**config.mk**
```make
export PLATFORM = sky130hd
export DESIGN_NAME = audio_dac_stream
export DESIGN_NICKNAME = d
export VERILOG_FILES = /design/src/rtl/audio_dac_stream.sv
export SDC_FILE = /design/constraint.sdc
export NUM_CORES = 1
export LEC_CHECK = 0
export BUFFER_PORTS_ARGS = -buffer_cell sky130_fd_sc_hd__buf_2
export CAP_MARGIN = 20
export CORE_MARGIN = 2
export CORE_UTILIZATION = 55
export CTS_CLUSTER_SIZE = 20
export DETAILED_ROUTE_END_ITERATION = 8
export GPL_ROUTABILITY_DRIVEN = 0
export PLACE_DENSITY_LB_ADDON = 0.05
export SETUP_SLACK_MARGIN = 0.2
export SYNTH_ARGS = -nofsm -noshare
export SYNTH_HDL_FRONTEND = slang
export SYNTH_SLANG_ARGS = --single-unit
```
**constraint.sdc**
```tcl
create_clock -name clk -period 5.95 [get_ports clk]
set_clock_uncertainty 0.15 [all_clocks]
set_input_delay 0.8925 -clock clk [delete_from_list [all_inputs] [get_ports clk]]
set_output_delay 0.8925 -clock clk [all_outputs]
set_load 0.01 [all_outputs]
```
**src/rtl/audio_dac_stream.sv**
```systemverilog
// Stereo PCM FIFO plus DSP-mode-B serialiser for the codec DAC.
// bclk is divided down from clk; outputs update on bclk falling events, and the codec samples them on the following rising edge.
module audio_dac_stream #(
   parameter int SAMPLE_W   = 16,
   parameter int FIFO_DEPTH = 8,
   parameter int BCLK_HALF  = 8,
   parameter int FRAME_BITS = 64
) (
   input  logic                          clk,
   input  logic                          reset,
   input  logic                          enable,
   input  logic                          s_valid,
   output logic                          s_ready,
   input  logic [SAMPLE_W-1:0]           s_left,
   input  logic [SAMPLE_W-1:0]           s_right,
   output logic                          bclk,
   output logic                          dac_lrck,
   output logic                          dac_data,
   output logic                          underrun,
   output logic [$clog2(FIFO_DEPTH):0]   fifo_level
);
   localparam int AW = $clog2(FIFO_DEPTH);
   localparam int LW = AW + 1;
   localparam int CW = $clog2(BCLK_HALF);
   localparam int SW = $clog2(FRAME_BITS);
   localparam int DW = 2 * SAMPLE_W;

   logic [DW-1:0] mem_q [FIFO_DEPTH];
   logic [AW-1:0] wr_ptr_q, wr_ptr_d, rd_ptr_q, rd_ptr_d;
   logic [LW-1:0] level_q, level_d;
   logic          s_ready_q, s_ready_d;
   logic [CW-1:0] cnt_q, cnt_d;
   logic          bclk_q, bclk_d;
   logic [SW-1:0] slot_q, slot_d;
   logic [DW-1:0] sh_q, sh_d;
   logic          lrck_q, lrck_d, data_q, data_d, underrun_q, underrun_d;
   logic          push, pop, empty, cnt_wrap, fall, frame_start;
   logic [DW-1:0] word;

   always_comb begin
      push        = s_valid & s_ready_q;
      empty       = (level_q == '0);
      cnt_wrap    = (cnt_q == CW'(BCLK_HALF - 1));
      fall        = enable & cnt_wrap & bclk_q;
      // slot_q holds the slot the next fall event enters
      frame_start = fall & (slot_q == '0);
      pop         = frame_start & ~empty;
      word        = empty ? '0 : mem_q[rd_ptr_q];

      wr_ptr_d = push ? wr_ptr_q + AW'(1) : wr_ptr_q;
      rd_ptr_d = pop  ? rd_ptr_q + AW'(1) : rd_ptr_q;
      level_d  = level_q;
      if (push && !pop)      level_d = level_q + LW'(1);
      else if (pop && !push) level_d = level_q - LW'(1);
      // Registered from the next level, so a pop while full cannot admit a push that cycle
      s_ready_d = (level_d != LW'(FIFO_DEPTH));

      cnt_d      = '0;
      bclk_d     = 1'b0;
      slot_d     = '0;
      sh_d       = '0;
      lrck_d     = 1'b0;
      data_d     = 1'b0;
      underrun_d = 1'b0;
      if (enable) begin
         cnt_d      = cnt_wrap ? '0 : cnt_q + CW'(1);
         bclk_d     = cnt_wrap ? ~bclk_q : bclk_q;
         slot_d     = slot_q;
         sh_d       = sh_q;
         lrck_d     = lrck_q;
         data_d     = data_q;
         underrun_d = frame_start & empty;
         if (fall) begin
            slot_d = (slot_q == SW'(FRAME_BITS - 1)) ? '0 : slot_q + SW'(1);
            lrck_d = (slot_q == '0);
            // Shifting past the right word drains zeros for the frame tail
            if (slot_q == '0) begin
               data_d = word[DW-1];
               sh_d   = word << 1;
            end else begin
               data_d = sh_q[DW-1];
               sh_d   = sh_q << 1;
            end
         end
      end
   end

   always_ff @(posedge clk) begin
      if (reset && push) mem_q[wr_ptr_q] <= {s_left, s_right};
   end

   always_ff @(posedge clk) begin
      if (!reset) begin
         wr_ptr_q   <= '0;
         rd_ptr_q   <= '0;
         level_q    <= '0;
         s_ready_q  <= 1'b0;
         cnt_q      <= '0;
         bclk_q     <= 1'b0;
         slot_q     <= '0;
         sh_q       <= '0;
         lrck_q     <= 1'b0;
         data_q     <= 1'b0;
         underrun_q <= 1'b0;
      end else begin
         wr_ptr_q   <= wr_ptr_d;
         rd_ptr_q   <= rd_ptr_d;
         level_q    <= level_d;
         s_ready_q  <= s_ready_d;
         cnt_q      <= cnt_d;
         bclk_q     <= bclk_d;
         slot_q     <= slot_d;
         sh_q       <= sh_d;
         lrck_q     <= lrck_d;
         data_q     <= data_d;
         underrun_q <= underrun_d;
      end
   end

   assign s_ready    = s_ready_q;
   assign bclk       = bclk_q;
   assign dac_lrck   = lrck_q;
   assign dac_data   = data_q;
   assign underrun   = underrun_q;
   assign fifo_level = level_q;
endmodule
```
# After elaboration in Yosys (flattened, before gate mapping)
# Memories as Yosys holds them, arrays and structs flattened. A register that Yosys moved wholly into a read port is not among the register bits.
# Cells that the tools add are included.
# op_classes
reduce_logical	9
eq_ne	3
bitwise_logic	10
shift	0
mux	10
div	0
n_mul	0
magnitude_cmp	0
add_sub_neg	6
# op_table
op	n
2-to-1 mux 32 bit	2
adder 3 x 1 -> 3 bit (second input constant)	3
2-to-1 mux 4 bit	2
adder 6 x 1 -> 6 bit (second input constant)	1
AND 1 bit	6
== test 6 bit (second input constant)	1
logical NOT 6 bit	1
2-to-1 mux 3 bit	2
2-to-1 mux 6 bit	1
adder 4 x 1 -> 4 bit (second input constant)	1
logical NOT 4 bit	1
!= test 4 bit (second input constant)	1
inverter 1 bit	4
subtractor 4 x 1 -> 4 bit (second input constant)	1
== test 3 bit (second input constant)	1
logical AND 1 bit	3
2-to-1 mux 1 bit	3
OR reduction 3 bit	1
logical NOT 1 bit	2
AND reduction 2 bit	1
# totals
latchBits	0
input_bits	36
mem_count	1
output_inout_bits	9
ramBits	256
ff_bits	56
rom_bits	0
# mem_list
name	words	word_bits	read_ports	rd_ports_with_merged_regs	wr	line	text
mem_q	8	32	1	1	1	28	logic [DW-1:0] mem_q [FIFO_DEPTH];

# Depth between registers and ports, before layout
# logic_depth
word_depth	9
mapped_depth	9
mapped_depth_nobuf	7

# Worst setup path after synthesis
# No wires, ideal clock.
# synth_timing
path_type	input port to flip-flop
from	in s_valid
to	mem mem_q[1][0] (netlist bit) (enable)
arrival_ns	4.276
cell_stages	3
required_ns	5.299
path_slack_ns	1.023
path_cell_list	nand2_1 -> clkbuf_8 -> nor4_1
# synth_between
elab_chain_cells	4
# synth_lines
element	line	text
from (decl)	12	input logic s_valid,
AND 1 bit	41	push = s_valid & s_ready_q;
logical AND 1 bit	89	if (reset && push) mem_q[wr_ptr_q] <= {s_left, s_right};
2-to-1 mux 1 bit	89	
2-to-1 mux 1 bit (not written as such)	89	
to (decl)	28	
# Every way passes these cells.

# Worst setup path after layout
# layout_timing
from	reg cnt_q[0]
to	reg s_ready_q, in the netlist s_ready
# layout_between
elab_chain_cells	9
# layout_lines
element	line	text
from (decl)	32	logic [CW-1:0] cnt_q, cnt_d;
from (signal assigned)	110	cnt_q <= cnt_d;
== test 3 bit *	43	cnt_wrap = (cnt_q == CW'(BCLK_HALF - 1));
AND 1 bit * (2 in series)	44	fall = enable & cnt_wrap & bclk_q;
AND 1 bit *	46	frame_start = fall & (slot_q == '0);
AND 1 bit *	47	pop = frame_start & ~empty;
logical AND 1 bit / logical NOT 1 bit (equally long branches)	54, 53	
2-to-1 mux 4 bit / logical AND 1 bit (equally long branches)	54, 53	
2-to-1 mux 4 bit *	53	if (push && !pop) level_d = level_q + LW'(1);
!= test 4 bit *	56	s_ready_d = (level_d != LW'(FIFO_DEPTH));
to (signal assigned)	109	s_ready_q <= s_ready_d;
to (decl)	31	logic s_ready_q, s_ready_d;
# Every way passes the cells marked *; elsewhere a longest branch is shown, timed or not.
# A chain may end at the register's enable or synchronous reset.

==> flow_summary.yaml <==
run_status:
  status: "complete, no violations"
grt:
  grt_pass1_wl_um: 35910
  overflow: 0
  antenna_found_initial: 0
  grt_pass1_vias: 6352
  grt_start_max_net_pins: 45
  grtUsageTotal: 0.2008
sta:
  final-hold-violation-count: 0
  final-setup-viol-count: 0
  fmax_ghz: 0.3134
  hold_slack_ps: 283.7
  period_needed_ps: 3191
  setup_tns_ps: 0
  rsz0062_at_grt: "no"
  fin_crit_sh: 0.5362
  worstMarginPinSlew_ps: 1070
  max_slew_margin: 0.2865
  maxSlewViolCount: 0
logic_synthesis:
  ys_ff_latch: 314
  yosys.area.top_type: "edfxtp_1"
  syn_area_per_cell_um2: 18.59
  synth_edf_count: 256
  ys_seq_area_frac: 0.7268
  async_reset_ff_frac: 0
  synthTopCellsByCount: "edfxtp_1 (256), mux4_2 (64), dfxtp_1 (58), nor2_1 (52), o21ai_0 (35)"
  synth.top_cell.area_share: 0.6314
  synth_top_flop_cell: "edfxtp_1"
  synth_fp_nets: 699
  ys_types: 44
  syn-instance-count: 655
  syn-cell-area_um2: 12170
  synth_most_common_cell: "edfxtp_1"
  yosys_warnings: 0
  synth_area_leaders: "edfxtp_1 (63%), mux4_2 (12%), dfxtp_1 (9.5%)"
critical_path:
  cpMostUsedCell: "ha_1"
  critPathLaunchType: "flop"
  cp.arrival_ps: 3410
  worstSetupEndpointType: "flop"
  cp_max_fo: 35
  cpMaxStageDelayCell: "nor4_4"
  path_cells: "ha_1 -> ha_1 -> nand3_2 -> nor4_4 -> mux2i_1 -> xnor2_1 -> a31oi_1"
  worstSetupPathType: "reg2reg"
  cpPeakStageDelay_ps: 810
  crit_required_ps: 6170
pwr:
  powerDensity_nw_per_um2: 330.6
  ir_drop_mv: 0.2724
  p_leak_uw: 0.004506
  total_power_uw: 4564
floorplan:
  fp.dieH_um: 152.8
  initial_utilization: 0.5596
  die-width_um: 152.8
  io_pins: 45
  num_rows: 54
  die-area_um2: 23340
  design.core.area_um2: 21760
route:
  first_pass_iters: 4
  wirelength_um: 23200
  ant_nets: 0
  dr_total_vias: 6109
  via_per_inst: 6.007
  drt-initial-drc-count: 352
  drc_errors: 0
  wire_per_inst_um: 22.81
cts:
  clock-sinks: 314
  clk_latency_ps: 500
  htreeDepth: 2
  cts-buffers-inserted: 34
  cts_resized: 0
  postCtsHoldBufs: 0
  cts.path.max_buffers: 3
  cts_root_buf: "clkbuf_16"
  cts_tree: "done"
  cts.clk_slew.worst_paths_ps: 60
  cts_setup_buffers: 0
layout:
  nets: 757
  fillerInstances: 1575
  final_util: 0.6346
  antennaDiodeCount: 0
  drive_gt1_frac: 0.3039
  syn2layout_area_growth_pct: 13.40
placed_design:
  port_buffers: 44
  dp_hpwl_um: 12530
worst_hold_path:
  hp-class: "reg2reg"
run:
  cap_violations: 0
==> worst max-delay path, delay by kind of cell, from the launching register on <==
kind            cells  cell delay, ps
simple gates        2            1490
fa+ha+maj           2             480
flops               1             340
mux                 1             320
xor+xnor            1             180
compound gates      1             110
==> per-stage QoR <==
step | area [um2] | cells | setup slack, ps
after floorplan | 12170 | 655 | 1023
after global placement | 12690 | 957 | 2717
after global routing | 13810 | 1017 | 2527
after detailed placement | 12690 | 957 | 2584
after CTS | 13810 | 1017 | 2743
final | 13810 | 1017 | 2759
==> final timing paths <==
kind	cells past startpoint	slack, ps	to	start
max	7	2760	s_ready	cnt_q[0]
min	1	280	cnt_q[0]	cnt_q[0]
max reg2reg	7	2760	s_ready	cnt_q[0]
min reg2reg	1	280	cnt_q[0]	cnt_q[0]
==> cell families (layout without fill, tap and decap cells) <==
kind of cell / after synthesis / in the layout / synth area share
adder cells (fa/ha/maj): 9 / 9 / 0.009045
AO/OA/AOI/OAI: 78 / 78 / 0.04399
flip-flops: 314 / 314 / 0.7268
buffers and inverters: 44 / 126 / 0.02055
AND/OR/NAND/NOR: 99 / 99 / 0.04039
multiplexers: 100 / 100 / 0.1513
XOR/XNOR: 11 / 11 / 0.007913
==> placed cells by master (no fill, tap or decap), drive strengths merged <==
cell      netlist  routed
clkinv          0       6
maj3            1       1
xnor2           6       6
or3             2       2
o22ai           2       2
and3            2       2
nor3b           3       3
buf            17      61
bufinv          0       2
o21bai          1       1
mux2           32      32
nor3            6       6
xor2            5       5
or2             2       2
a22oi           1       1
nor2           53      53
a221oi         31      31
o21ai          35      35
ha              8       8
and2            5       5
o31a            2       2
clkbuf         22      49
a21oi           5       5
mux2i           4       4
nand3           2       2
mux4           64      64
nand4           2       2
nand2          16      16
dfxtp          58      58
edfxtp        256     256
a31oi           1       1
nor4            5       5
inv             5       5
clkinvlp        0       3
or4b            1       1
==> area by class of cell <==
| type | instances | area [um2] | area share |
|---|---|---|---|
| Sequential cell | 314 | 8853 | 0.6413 |
| Inverter | 5 | 18.77 | 0.001359 |
| Clock inverter | 11 | 110.1 | 0.007975 |
| Timing Repair Buffer | 61 | 347.8 | 0.02519 |
| Clock buffer | 49 | 1002 | 0.07259 |
| Multi-Input combinational cell | 297 | 3123 | 0.2262 |
| Tap cell | 280 | 350.3 | 0.02538 |
==> registers in the layout, summed over array words and instances, names as in the netlist, named ones only <==
signal / cells
bclk: 1
dac_lrck: 1
s_ready: 1
underrun: 1
fifo_level: 4
rd_ptr_q: 3
dac_data: 1
sh_q: 31
cnt_q: 3
mem_q: 256
slot_q: 6
wr_ptr_q: 3
==> power breakdown <==
group | internal, uW | leakage, uW | switching (uW)
Clock | 1260 | 0.000535 | 795
Sequential | 2390 | 0.00278 | 7.77
Combinational | 38.0 | 0.00120 | 76.8
Total | 3680 | 0.00451 | 879
==> per-layer routing <==
metal / routed length (um) / vias to the layer above / GRT usage
met5: 0 / - / 0
met2: 11530 / 120 / 0.3363
li1: - / 2758 / -
met1: 10440 / 3197 / 0.2784
met3: 867 / 34 / 0.03896
met4: 359 / 0 / 0.04453
(Power assumes the default switching activity.)
